==> src/rtl/sync_fifo_param.sv <==
// Parametrised single-clock FIFO with occupancy count, threshold flags,
// registered overflow/underflow pulses and optional first-word-fall-through output.
module sync_fifo_param #(
  parameter int unsigned DATA_W    = 8,
  parameter int unsigned DEPTH     = 16,
  parameter int unsigned AF_THRESH = 14,
  parameter int unsigned AE_THRESH = 2,
  parameter int unsigned FWFT      = 0
) (
  input  logic                       clk,
  input  logic                       rst,
  input  logic                       wr_en,
  input  logic [DATA_W-1:0]          data_in,
  input  logic                       rd_en,
  output logic [DATA_W-1:0]          data_out,
  output logic                       empty,
  output logic                       full,
  output logic                       almost_full,
  output logic                       almost_empty,
  output logic [$clog2(DEPTH):0]     count,
  output logic                       overflow,
  output logic                       underflow
);

  localparam int unsigned ADDR_W = $clog2(DEPTH);
  localparam int unsigned CNT_W  = ADDR_W + 1;

  logic [DATA_W-1:0] mem [DEPTH];
  logic [ADDR_W-1:0] wr_ptr;
  logic [ADDR_W-1:0] rd_ptr;
  logic [CNT_W-1:0]  count_q;
  logic              wr_acc;
  logic              rd_acc;

  assign empty        = (count_q == '0);
  assign full         = (count_q == CNT_W'(DEPTH));
  assign almost_full  = (count_q >= CNT_W'(AF_THRESH));
  assign almost_empty = (count_q <= CNT_W'(AE_THRESH));
  assign count        = count_q;

  // A full FIFO still takes a write when a read frees a slot in the same cycle.
  assign rd_acc = rd_en & ~empty;
  assign wr_acc = wr_en & (~full | rd_acc);

  always_ff @(posedge clk) begin
    if (wr_acc) begin
      mem[wr_ptr] <= data_in;
    end
  end

  always_ff @(posedge clk) begin
    if (rst) begin
      wr_ptr    <= '0;
      rd_ptr    <= '0;
      count_q   <= '0;
      overflow  <= 1'b0;
      underflow <= 1'b0;
    end else begin
      overflow  <= wr_en & ~wr_acc;
      underflow <= rd_en & ~rd_acc;
      if (wr_acc) begin
        wr_ptr <= wr_ptr + ADDR_W'(1);
      end
      if (rd_acc) begin
        rd_ptr <= rd_ptr + ADDR_W'(1);
      end
      if (wr_acc && !rd_acc) begin
        count_q <= count_q + CNT_W'(1);
      end else if (rd_acc && !wr_acc) begin
        count_q <= count_q - CNT_W'(1);
      end
    end
  end

  if (FWFT != 0) begin : g_fwft
    assign data_out = empty ? '0 : mem[rd_ptr];
  end else begin : g_std
    logic [DATA_W-1:0] dout_q;

    always_ff @(posedge clk) begin
      if (rst) begin
        dout_q <= '0;
      end else if (rd_acc) begin
        dout_q <= mem[rd_ptr];
      end
    end

    assign data_out = dout_q;
  end

endmodule
==> config.mk <==
export PLATFORM = sky130hd
export DESIGN_NAME = sync_fifo_param
export DESIGN_NICKNAME = d
export VERILOG_FILES = /design/src/rtl/sync_fifo_param.sv
export SDC_FILE = /design/constraint.sdc
export NUM_CORES = 1
export LEC_CHECK = 0
export BUFFER_PORTS_ARGS = -buffer_cell sky130_fd_sc_hd__buf_2
export CAP_MARGIN = 20
export CORE_AREA = 5 5 142 110
export DETAILED_ROUTE_END_ITERATION = 8
export DIE_AREA = 0 0 147 115
export PLACE_DENSITY_LB_ADDON = 0.2
export SETUP_SLACK_MARGIN = 0.05
export SYNTH_ARGS = -nofsm -noshare
export SYNTH_HDL_FRONTEND = slang
export SYNTH_SLANG_ARGS = --single-unit
==> constraint.sdc <==
create_clock -name clk -period 9.4 [get_ports clk]
set_input_delay 0.94 -clock clk [delete_from_list [all_inputs] [get_ports clk]]
set_output_delay 0.94 -clock clk [all_outputs]
set_load 0.05 [all_outputs]
==> metrics.md, run 1 <==
| Metric | Value |
|---|---|
| Outcome | `complete, no violations` |
| Worst path top cell family by delay | `simple AND/OR/NAND/NOR gates` |
| Core ar. | `14,100 um2` |
| H-tree Lvls | `4` |
| CTS Hold Buffers Added | `0` |
| Initial core utilization | `42.8%` |
| Layout area overhead | `14.9%` |
| Largest net degree at the start of global routing | `51` |
| Post-synth EDFFs | `128` |
| Async S/R FF share, synth | `0%` |
| GRT Util Overall | `15.2%` |
| FMAX | `0.305 GHz` |
| Io pins | `31` |
| Worst Path Required | `9710 ps` |
| First-pass GRT wire length | `18,900 um` |
| Routed wire length | `12,300 um` |
| CTS Buf Count | `17` |
| Hold Crit Class | `register to register` |
| Max incr delay on CP | `750 ps` |
| Syn avg cell area | `16.5 um2` |
| Slew HR | `28.5%` |
| Most common cell after layout, fill and taps aside | `edfxtp_1` |
| Clk Latency, worst-skew pair | `420 ps` |
| Reg2Reg Depth | `10` |
| Synth top area share | `63.5%` |
| Pwr dens | `280 nW/um2` |
| Synthesis Warnings | `0` |
| Hold Crit Endpoint | `data_out[2]` |
| Post-CTS setup buffer count | `0` |
| Critical Path Sink Type | `register` |
| Vias in the first global route | `3,172` |
| Clk buf depth | `2` |
| Total negative setup slack | `0 ps` |
| Die width | `147 um` |
| #FFs+latches synth | `151` |
| Most frequent cells in the layout | `edfxtp_1 (128), nor2_1 (37), mux2i_1 (35), buf_2 (31), dfxtp_1 (22)` |
| Post-route ant nets | `0` |
| Synthesized instance count | `367` |
| Hold path depth | `2` |
| TritonCTS clock tree | `done` |
| Final Slew Violations | `0` |
| Worst Clk Skew | `7.51 ps` |
| DRC errors left | `0` |
| Initial antenna violation count | `0` |
| IO Port Bufs | `30` |
| Worst vdd ir | `0.139 mV` |
| Post-DP Area | `6330 um2` |
| Final instance area | `6950 um2` |
| Post-DP HPWL | `8110 um` |
| Worst Setup SP | `count[0]` |
| Hold_sp | `data_out[2]` |
| DP Cell Count | `559` |
| RSZ-0062 raised after global routing | `false` |
| Final Non-Filler Cells | `592` |
| Syn Nets | `389` |
| Reg2Reg Capture Point | `count[4]` |
| Fraction of layout cells with a size suffix above 1 | `21.4%` |
| Final global-route overflow total | `0` |
| Critical path arrival | `3590 ps` |
| Period utilization | `34.9%` |
| Top post-synthesis cells by area | `edfxtp_1 (64%), dfxtp_1 (7.6%), mux4_2 (6.0%)` |
| P_leak | `2.30 nW` |
| FILL cells | `1,176` |
| CP Launch Type | `register` |
| Max cap viols | `0` |
| Resize count post-CTS | `0` |
| Worst-Margin Slew | `1060 ps` |
| CP Max Fanout | `11` |
| Setup CP Type | `register to register` |
| Drt pass-1 iters | `4` |
| Antenna diodes | `0` |
| Mapped Area | `6050 um2` |
| R2R Setup Slk | `6120 ps` |
| Starting DRC count in detailed routing | `205` |
| Crit-path slowest cell | `or4_1` |
| Sequential fraction of the synthesis area | `71.1%` |
| Final #Nets | `421` |
| Final hold viol count | `0` |
| Crit Reg-Reg Startpoint | `count[0]` |
| # rows | `38` |
| Vias per cell | `5.36` |
| Die ar. | `16,900 um2` |
| Setup violators final | `0` |
| Routed len/inst | `20.8 um` |
| Gpl congestion | `0.770` |
| Netlist cell types | `39` |
| Tmin final | `3280 ps` |
| DR vias | `3,173` |
| Yosys top cell by area | `edfxtp_1` |
| Root Buffer | `clkbuf_16` |
| Die height | `115 um` |
| Clock Sinks | `151` |
| Design Power | `1.95 mW` |
| WP buf/inv | `2` |
| CP cell instances | `or4_1 -> o21a_4 -> clkinv_4 -> ha_1 -> inv_1 -> fa_1 -> a21o_1 -> a21oi_1 -> mux2i_1 -> mux2_2` |
| Clock transition at the registers of the reported paths | `60 ps` |
| Dominant synthesized flop cell | `edfxtp_1` |
-- synthesized netlist by cell type (6+ instances only) --
cell type    n
nor2_1      37
clkbuf_1     6
nor4_1       8
dfxtp_1     23
edfxtp_1   128
mux2i_1     35
nor3_1      12
ha_1         9
a22o_1       8
xor2_1       6
nand2_1      7
mux4_2      16
o22ai_1     16
-- through the flow --
step                      worst slack [ps]  hold WS [ps]  util (%)
after floorplan                       5340           509         -
after global placement                6080           487      44.8
after detailed placement              6040           496      44.8
after CTS                             6120           509      49.2
after global routing                  5920           540      49.2
final                                 6120           506      49.2
-- state kept, by name, summed over array words and instances (netlist names) --
register   cells
data_out       8
wr_ptr         4
count          5
underflow      1
mem          128
rd_ptr         4
overflow       1
-- final cells by class --
class,count,area (um2),share of cell area [%]
timing repair buffer,35,185,2.66
clock buffer,18,429,6.17
inverter,5,23.8,0.342
sequential,151,4310,61.9
tap,180,225,3.24
clock inverter,14,188,2.70
multi-input combinational,189,1600,23.0
-- worst min-delay path: stages, from the launching register on --
cell,delay (ps)
dfxtp_1,310
nor2_1,100
nor3_1,50
-- how the worst max path moves through the flow --
stage	to	slack, ps	cells after the start
2_1_floorplan	almost_empty	5340	2
3_3_place_gp	count[4]	6080	10
3_5_place_dp	count[4]	6040	10
4_1_cts	count[4]	6120	10
5_1_grt	count[4]	5920	10
6_report	count[4]	6120	10
-- metal layers --
metal	GRT usage [%]	up-vias	share of wire, %
met1	22.7	1590	46
li1	-	1491	-
met4	3.91	0	0.46
met2	22.7	86	45
met3	3.59	6	8.4
met5	0	-	0
-- cell families after synthesis --
group                    share of synthesized area (%)
multiplexers                                      11.9
buffers and inverters                             2.48
AND/OR/NAND/NOR                                   6.35
adder cells (fa/ha/maj)                           2.19
flip-flops                                        71.1
XOR/XNOR                                          1.30
AO/OA/AOI/OAI                                     4.61
-- report_power, final --
group | leakage (nW) | internal [mW] | total [mW] | switching (mW)
sequential | 1.35 | 0.766 | 0.799 | 0.0331
clock | 0.293 | 0.426 | 0.707 | 0.280
combinational | 0.665 | 0.148 | 0.440 | 0.292
Power figures use the tool's default switching activity.
==> run 2: changes to the inputs <==
==> constraint.sdc (replaced) <==
create_clock -name clk -period 3.2 [get_ports clk]
set_input_delay 0.32 -clock clk [delete_from_list [all_inputs] [get_ports clk]]
set_output_delay 0.32 -clock clk [all_outputs]
set_load 0.05 [all_outputs]
==> run 2 against run 1 <==
Net effect: critical path depth unchanged; sequential power rose to 2.9 times the previous value; design area up 0.58%; combinational power rose to 3.0 times the previous value; maximum frequency up 9.9%; clock skew about the same; highest routed layer unchanged; critical endpoint unchanged; first-iteration DRC count up 47%; via count up 3.0%; global-route usage up 0.41 points; final cell count up 0.84%.
==> metrics.md, run 2 (synthesis results as in run 1) <==
| Metric | Value |
|---|---|
| Outcome | `complete, no violations` |
| Hold WS | `214 ps (-292 ps)` |
| Setup violators final | `0 (unchanged)` |
| Biggest register | `mem` |
| Final Non-Filler Cells | `597 (+0.84%)` |
| Setup CP Type | `register to register` |
| Hold Crit Endpoint | `overflow` |
| First-pass GRT wire length | `19,300 um (+2.0%)` |
| Area occupied by multi-input gates | `1600 um2 (about the same)` |
| Layout area overhead | `15.6%` |
| Final Slew Violations | `0 (unchanged)` |
| CP cell instances | `or4_1 -> o21a_4 -> clkinv_4 -> ha_1 -> inv_2 -> fa_1 -> a21o_1 -> a21oi_1 -> mux2i_1 -> mux2_2` |
| H-tree Lvls | `4 (unchanged)` |
| Die height | `115 um (unchanged)` |
| Post-Place Setup Slack | `163 ps (-5880 ps)` |
| Design Power | `5.69 mW (+190%)` |
| DP Cell Count | `565 (+1.1%)` |
| Post-route core utilization | `49.5% (+0.28 points)` |
| Vias in the first global route | `3,357 (+5.8%)` |
| Worst vdd ir | `0.392 mV (+180%)` |
| Initial antenna violation count | `0 (unchanged)` |
| Routed wire length | `12,700 um (+2.9%)` |
| FILL cells | `1,198 (+1.9%)` |
| Core ar. | `14,100 um2 (unchanged)` |
| Final instance area | `6990 um2 (+0.58%)` |
| WP buf/inv | `2 (unchanged)` |
| Die ar. | `16,900 um2 (unchanged)` |
| Largest net degree at the start of global routing | `33 (-35%)` |
| TritonCTS clock tree | `done` |
| Most frequent cells in the layout | `edfxtp_1 (128), nor2_1 (37), mux2i_1 (35), buf_2 (30), dfxtp_1 (20)` |
| Hold_sp | `wr_en` |
| CP Launch Type | `register` |
| Io pins | `31 (unchanged)` |
| Initial core utilization | `42.8% (unchanged)` |
| Clk Latency, worst-skew pair | `410 ps (about the same)` |
| Slew HR | `39.4% (+11 points)` |
| Hold path depth | `2 (unchanged)` |
| Post-route ant nets | `0 (unchanged)` |
| FF/Latch Area | `4310 um2 (about the same)` |
| Post-DP HPWL | `8200 um (+1.1%)` |
| Worst Setup SP | `count[0]` |
| # rows | `38 (unchanged)` |
| Max cap viols | `0 (unchanged)` |
| Final #Nets | `426 (+1.2%)` |
| Max incr delay on CP | `590 ps (-160 ps)` |
| Drt pass-1 iters | `4 (unchanged)` |
| Gpl congestion | `0.817 (+6.1%)` |
| Period utilization | `93.3% (+58 points)` |
| Worst Clk Skew | `7.92 ps (+0.408 ps)` |
| Vias per cell | `5.48 (+2.2%)` |
| Routed len/inst | `21.2 um (+2.0%)` |
| Hold Crit Class | `primary input to register` |
| Starting DRC count in detailed routing | `301 (+47%)` |
| Worst path top cell family by delay | `compound AO/OA/AOI/OAI gates` |
| Post-DP Area | `6390 um2 (+0.97%)` |
| Tmin final | `2990 ps (-296 ps)` |
| IO Port Bufs | `30 (unchanged)` |
| Worst Path Required | `3500 ps (-6210 ps)` |
| Crit Reg-Reg Startpoint | `count[0]` |
| Die width | `147 um (unchanged)` |
| Post-CTS setup buffer count | `0 (unchanged)` |
| Reg2Reg Capture Point | `count[4]` |
| Critical Path Sink Type | `register` |
| Clock Sinks | `151 (unchanged)` |
| Fraction of layout cells with a size suffix above 1 | `22.5% (+1.2 points)` |
| Final global-route overflow total | `0 (unchanged)` |
| Antenna diodes | `0 (unchanged)` |
| Largest register FFs | `128 (unchanged)` |
| GRT Util Overall | `15.6% (+0.41 points)` |
| Pwr dens | `814 nW/um2 (+190%)` |
| Crit-path slowest cell | `or4_1` |
| Worst setup margin | `214 ps (-5900 ps)` |
| Most common cell after layout, fill and taps aside | `edfxtp_1` |
| Resize count post-CTS | `0 (unchanged)` |
| Clock transition at the registers of the reported paths | `60 ps (about the same)` |
| CTS Hold Buffers Added | `0 (unchanged)` |
| CTS Buf Count | `17 (unchanged)` |
| R2R Setup Slk | `210 ps (-5900 ps)` |
| FMAX | `0.335 GHz (+9.9%)` |
| Final hold viol count | `0 (unchanged)` |
| Total negative setup slack | `0 ps (unchanged)` |
| Root Buffer | `clkbuf_16` |
| DRC errors left | `0 (unchanged)` |
| DR vias | `3,269 (+3.0%)` |
| Reg2Reg Depth | `10 (unchanged)` |
| Critical path arrival | `3290 ps (-300 ps)` |
| Clk buf depth | `2 (unchanged)` |
| Worst-Margin Slew | `906 ps (-158 ps)` |
| P_leak | `2.33 nW (+1.2%)` |
| CP Max Fanout | `10 (-1)` |
| RSZ-0062 raised after global routing | `false` |
[run 2: cell types whose count changed in the layout (fill, tap and decap cells not counted), moves of 2 or more]
cell / delta
dfxtp_2: +2
clkinv_1: +2
inv_8: -2
clkinv_4: +3
dfxtp_1: -2
clkinvlp_4: -2
buf_4: +5
inv_6: -2
[run 2: layout make-up]
class / instances / share of cell area [%]
Inverter: 5 / 0.340
Clock inverter: 14 / 2.45
Multi-Input combinational cell: 189 / 22.8
Sequential cell: 151 / 61.6
Tap cell: 180 / 3.22
Clock buffer: 18 / 6.14
Timing Repair Buffer: 40 / 3.40
[run 2: power breakdown]
group	internal (mW)	leakage, nW	switching (mW)
Combinational	0.459	0.693	0.866
Clock	1.23	0.291	0.794
Sequential	2.25	1.35	0.0878
[run 2: worst max-delay path by stage]
stage | endpoint | slack, ps | cells past startpoint
after global placement | count[4] | 210 | 10
after detailed placement | count[4] | 160 | 10
final | count[4] | 210 | 10
after floorplan | count[4] | 110 | 11
after global routing | count[4] | 100 | 10
after CTS | count[4] | 150 | 10
[run 2: metal layers]
layer  up-vias  wire, um  track usage [%]
met4         0       176             4.78
met2        64      6040             24.9
met1      1680      5990             21.4
met3        16       454             4.06
li1       1509         -                -
met5         -         0                0
==> run 3: changes to the inputs <==
--- a/config.mk
+++ b/config.mk
@@ -7,10 +7,11 @@
 export LEC_CHECK = 0
 export BUFFER_PORTS_ARGS = -buffer_cell sky130_fd_sc_hd__buf_2
 export CAP_MARGIN = 20
-export CORE_AREA = 5 5 142 110
+export CORE_AREA = 5 5 122 95
 export DETAILED_ROUTE_END_ITERATION = 8
-export DIE_AREA = 0 0 147 115
+export DIE_AREA = 0 0 127 100
 export PLACE_DENSITY_LB_ADDON = 0.2
+export REMOVE_ABC_BUFFERS = 1
 export SETUP_SLACK_MARGIN = 0.05
 export SYNTH_ARGS = -nofsm -noshare
 export SYNTH_HDL_FRONTEND = slang
==> run 3 against run 2 <==
Net effect: maximum frequency is 0.54% lower; first-iteration DRC count is 14% lower; global-route usage is 5.1 points higher; die area is 25% lower; via count is 1.3% higher; register-to-register slack worse by 20 ps; wire length is 2.9% lower; combinational power hardly changed; non-clock buffer count is 3 higher; critical path type unchanged.
==> metrics.md, run 3 (synthesis results as in run 1) <==
| Metric | Value |
|---|---|
| Core ar. | `10,200 um2 (-28%)` |
| DR vias | `3,312 (+1.3%)` |
| Biggest register | `mem` |
| Final global-route overflow total | `0 (unchanged)` |
| Vias in the first global route | `3,213 (-4.3%)` |
| Clock Sinks | `151 (unchanged)` |
| CP Launch Type | `register` |
| Worst vdd ir | `0.592 mV (+51%)` |
| Total negative setup slack | `0 ps (unchanged)` |
| Initial core utilization | `59.5% (+17 points)` |
| Worst Clk Skew | `5.43 ps (-2.49 ps)` |
| DP Cell Count | `524 (-7.3%)` |
| Final Slew Violations | `0 (unchanged)` |
| Setup violators final | `0 (unchanged)` |
| R2R Setup Slk | `200 ps (-20 ps)` |
| Post-route core utilization | `69.0% (+19 points)` |
| Period utilization | `93.8% (+0.50 points)` |
| Slew HR | `45.5% (+6.1 points)` |
| CTS Buf Count | `17 (unchanged)` |
| Pwr dens | `848 nW/um2 (+4.2%)` |
| Max incr delay on CP | `550 ps (-40 ps)` |
| Critical path arrival | `3310 ps (+20 ps)` |
| Gpl congestion | `0.791 (-3.1%)` |
| Most frequent cells in the layout | `edfxtp_1 (128), nor2_1 (37), mux2i_1 (35), buf_2 (31), dfxtp_1 (22)` |
| FMAX | `0.333 GHz (-0.54%)` |
| First-pass GRT wire length | `19,100 um (-1.1%)` |
| Io pins | `31 (unchanged)` |
| Clk Latency, worst-skew pair | `420 ps (about the same)` |
| RSZ-0062 raised after global routing | `false` |
| H-tree Lvls | `4 (unchanged)` |
| Fraction of layout cells with a size suffix above 1 | `22.6% (+0.077 points)` |
| Hold Crit Class | `primary input to register` |
| Crit-path slowest cell | `or4_1` |
| Most common cell after layout, fill and taps aside | `edfxtp_1` |
| Outcome | `complete, no violations` |
| Post-route ant nets | `0 (unchanged)` |
| Reg2Reg Capture Point | `count[4]` |
| Drt pass-1 iters | `5 (+1)` |
| GRT Util Overall | `20.7% (+5.1 points)` |
| Post-CTS setup buffer count | `0 (unchanged)` |
| Largest register FFs | `128 (unchanged)` |
| Post-Place Setup Slack | `215 ps (+52.0 ps)` |
| # rows | `32 (-16%)` |
| Starting DRC count in detailed routing | `260 (-14%)` |
| Post-DP HPWL | `8080 um (-1.4%)` |
| TritonCTS clock tree | `done` |
| CTS Hold Buffers Added | `0 (unchanged)` |
| Resize count post-CTS | `0 (unchanged)` |
| FILL cells | `688 (-43%)` |
| IO Port Bufs | `30 (unchanged)` |
| Routed wire length | `12,300 um (-2.9%)` |
| Routed len/inst | `22.1 um (+4.2%)` |
| Die width | `127 um (-14%)` |
| Design Power | `5.95 mW (+4.5%)` |
| FF/Latch Area | `4310 um2 (about the same)` |
| Clock transition at the registers of the reported paths | `60 ps (about the same)` |
| Die ar. | `12,700 um2 (-25%)` |
| Final Non-Filler Cells | `556 (-6.9%)` |
| P_leak | `2.38 nW (+2.0%)` |
| CP cell instances | `or4_1 -> o21a_4 -> clkinv_4 -> ha_1 -> inv_1 -> fa_1 -> a21o_1 -> a21oi_1 -> mux2i_1 -> mux2_2` |
| Hold path depth | `2 (unchanged)` |
| Setup CP Type | `register to register` |
| Hold WS | `209 ps (-4.77 ps)` |
| Max cap viols | `0 (unchanged)` |
| DRC errors left | `0 (unchanged)` |
| Post-DP Area | `6340 um2 (-0.80%)` |
| Initial antenna violation count | `0 (unchanged)` |
| CP Max Fanout | `11 (+1)` |
| Hold Crit Endpoint | `overflow` |
| Die height | `100 um (-13%)` |
| Hold_sp | `wr_en` |
| Antenna diodes | `0 (unchanged)` |
| Final hold viol count | `0 (unchanged)` |
| Root Buffer | `clkbuf_16` |
| Worst Path Required | `3510 ps (about the same)` |
| Largest net degree at the start of global routing | `27 (-18%)` |
| Worst setup margin | `198 ps (-16.2 ps)` |
| Reg2Reg Depth | `10 (unchanged)` |
| Worst-Margin Slew | `814 ps (-91.3 ps)` |
| Area occupied by multi-input gates | `1600 um2 (about the same)` |
| Layout area overhead | `15.9%` |
| Clk buf depth | `2 (unchanged)` |
| Tmin final | `3000 ps (+16.2 ps)` |
| Final instance area | `7010 um2 (+0.30%)` |
| Final #Nets | `429 (+0.70%)` |
| Vias per cell | `5.96 (+8.8%)` |
| Critical Path Sink Type | `register` |
| Crit Reg-Reg Startpoint | `count[2]` |
## run 3: how the worst max path moves through the flow
stage / slack (ps) / to / startpoint
after floorplan: -210 / almost_empty / count[1]
final: 200 / count[4] / count[2]
after global placement: 240 / count[4] / count[2]
after global routing: 60 / count[4] / count[2]
after detailed placement: 210 / count[4] / count[2]
after CTS: 210 / count[4] / count[0]
## run 3: report_power, final
part | switching, mW | internal (mW) | total, mW | leakage [nW]
Sequential | 0.0816 | 2.25 | 2.33 | 1.35
Combinational | 0.896 | 0.461 | 1.36 | 0.707
Clock | 0.787 | 1.47 | 2.26 | 0.324
## run 3: final cells by class
type | instances | area share, %
Clock buffer | 18 | 6.12
Clock inverter | 14 | 3.48
Inverter | 5 | 0.339
Multi-Input combinational cell | 189 | 22.8
Sequential cell | 151 | 61.4
Tap cell | 136 | 2.43
Timing Repair Buffer | 43 | 3.50
## run 3: worst max-delay path: cells and delay by family (launching register included)
kind | cells | cell delay (ps)
compound gates | 3 | 650
fa+ha+maj | 2 | 590
buf+inv | 2 | 210
flops | 1 | 350
mux | 2 | 550
simple gates | 1 | 550
## run 3: per-layer routing
layer / track usage (%) / up-vias / routed length [um]
li1: - / 1512 / -
met1: 30.7 / 1685 / 5720
met2: 30.7 / 103 / 5720
met3: 6.01 / 12 / 740
met4: 5.19 / 0 / 105
met5: 0 / - / 0
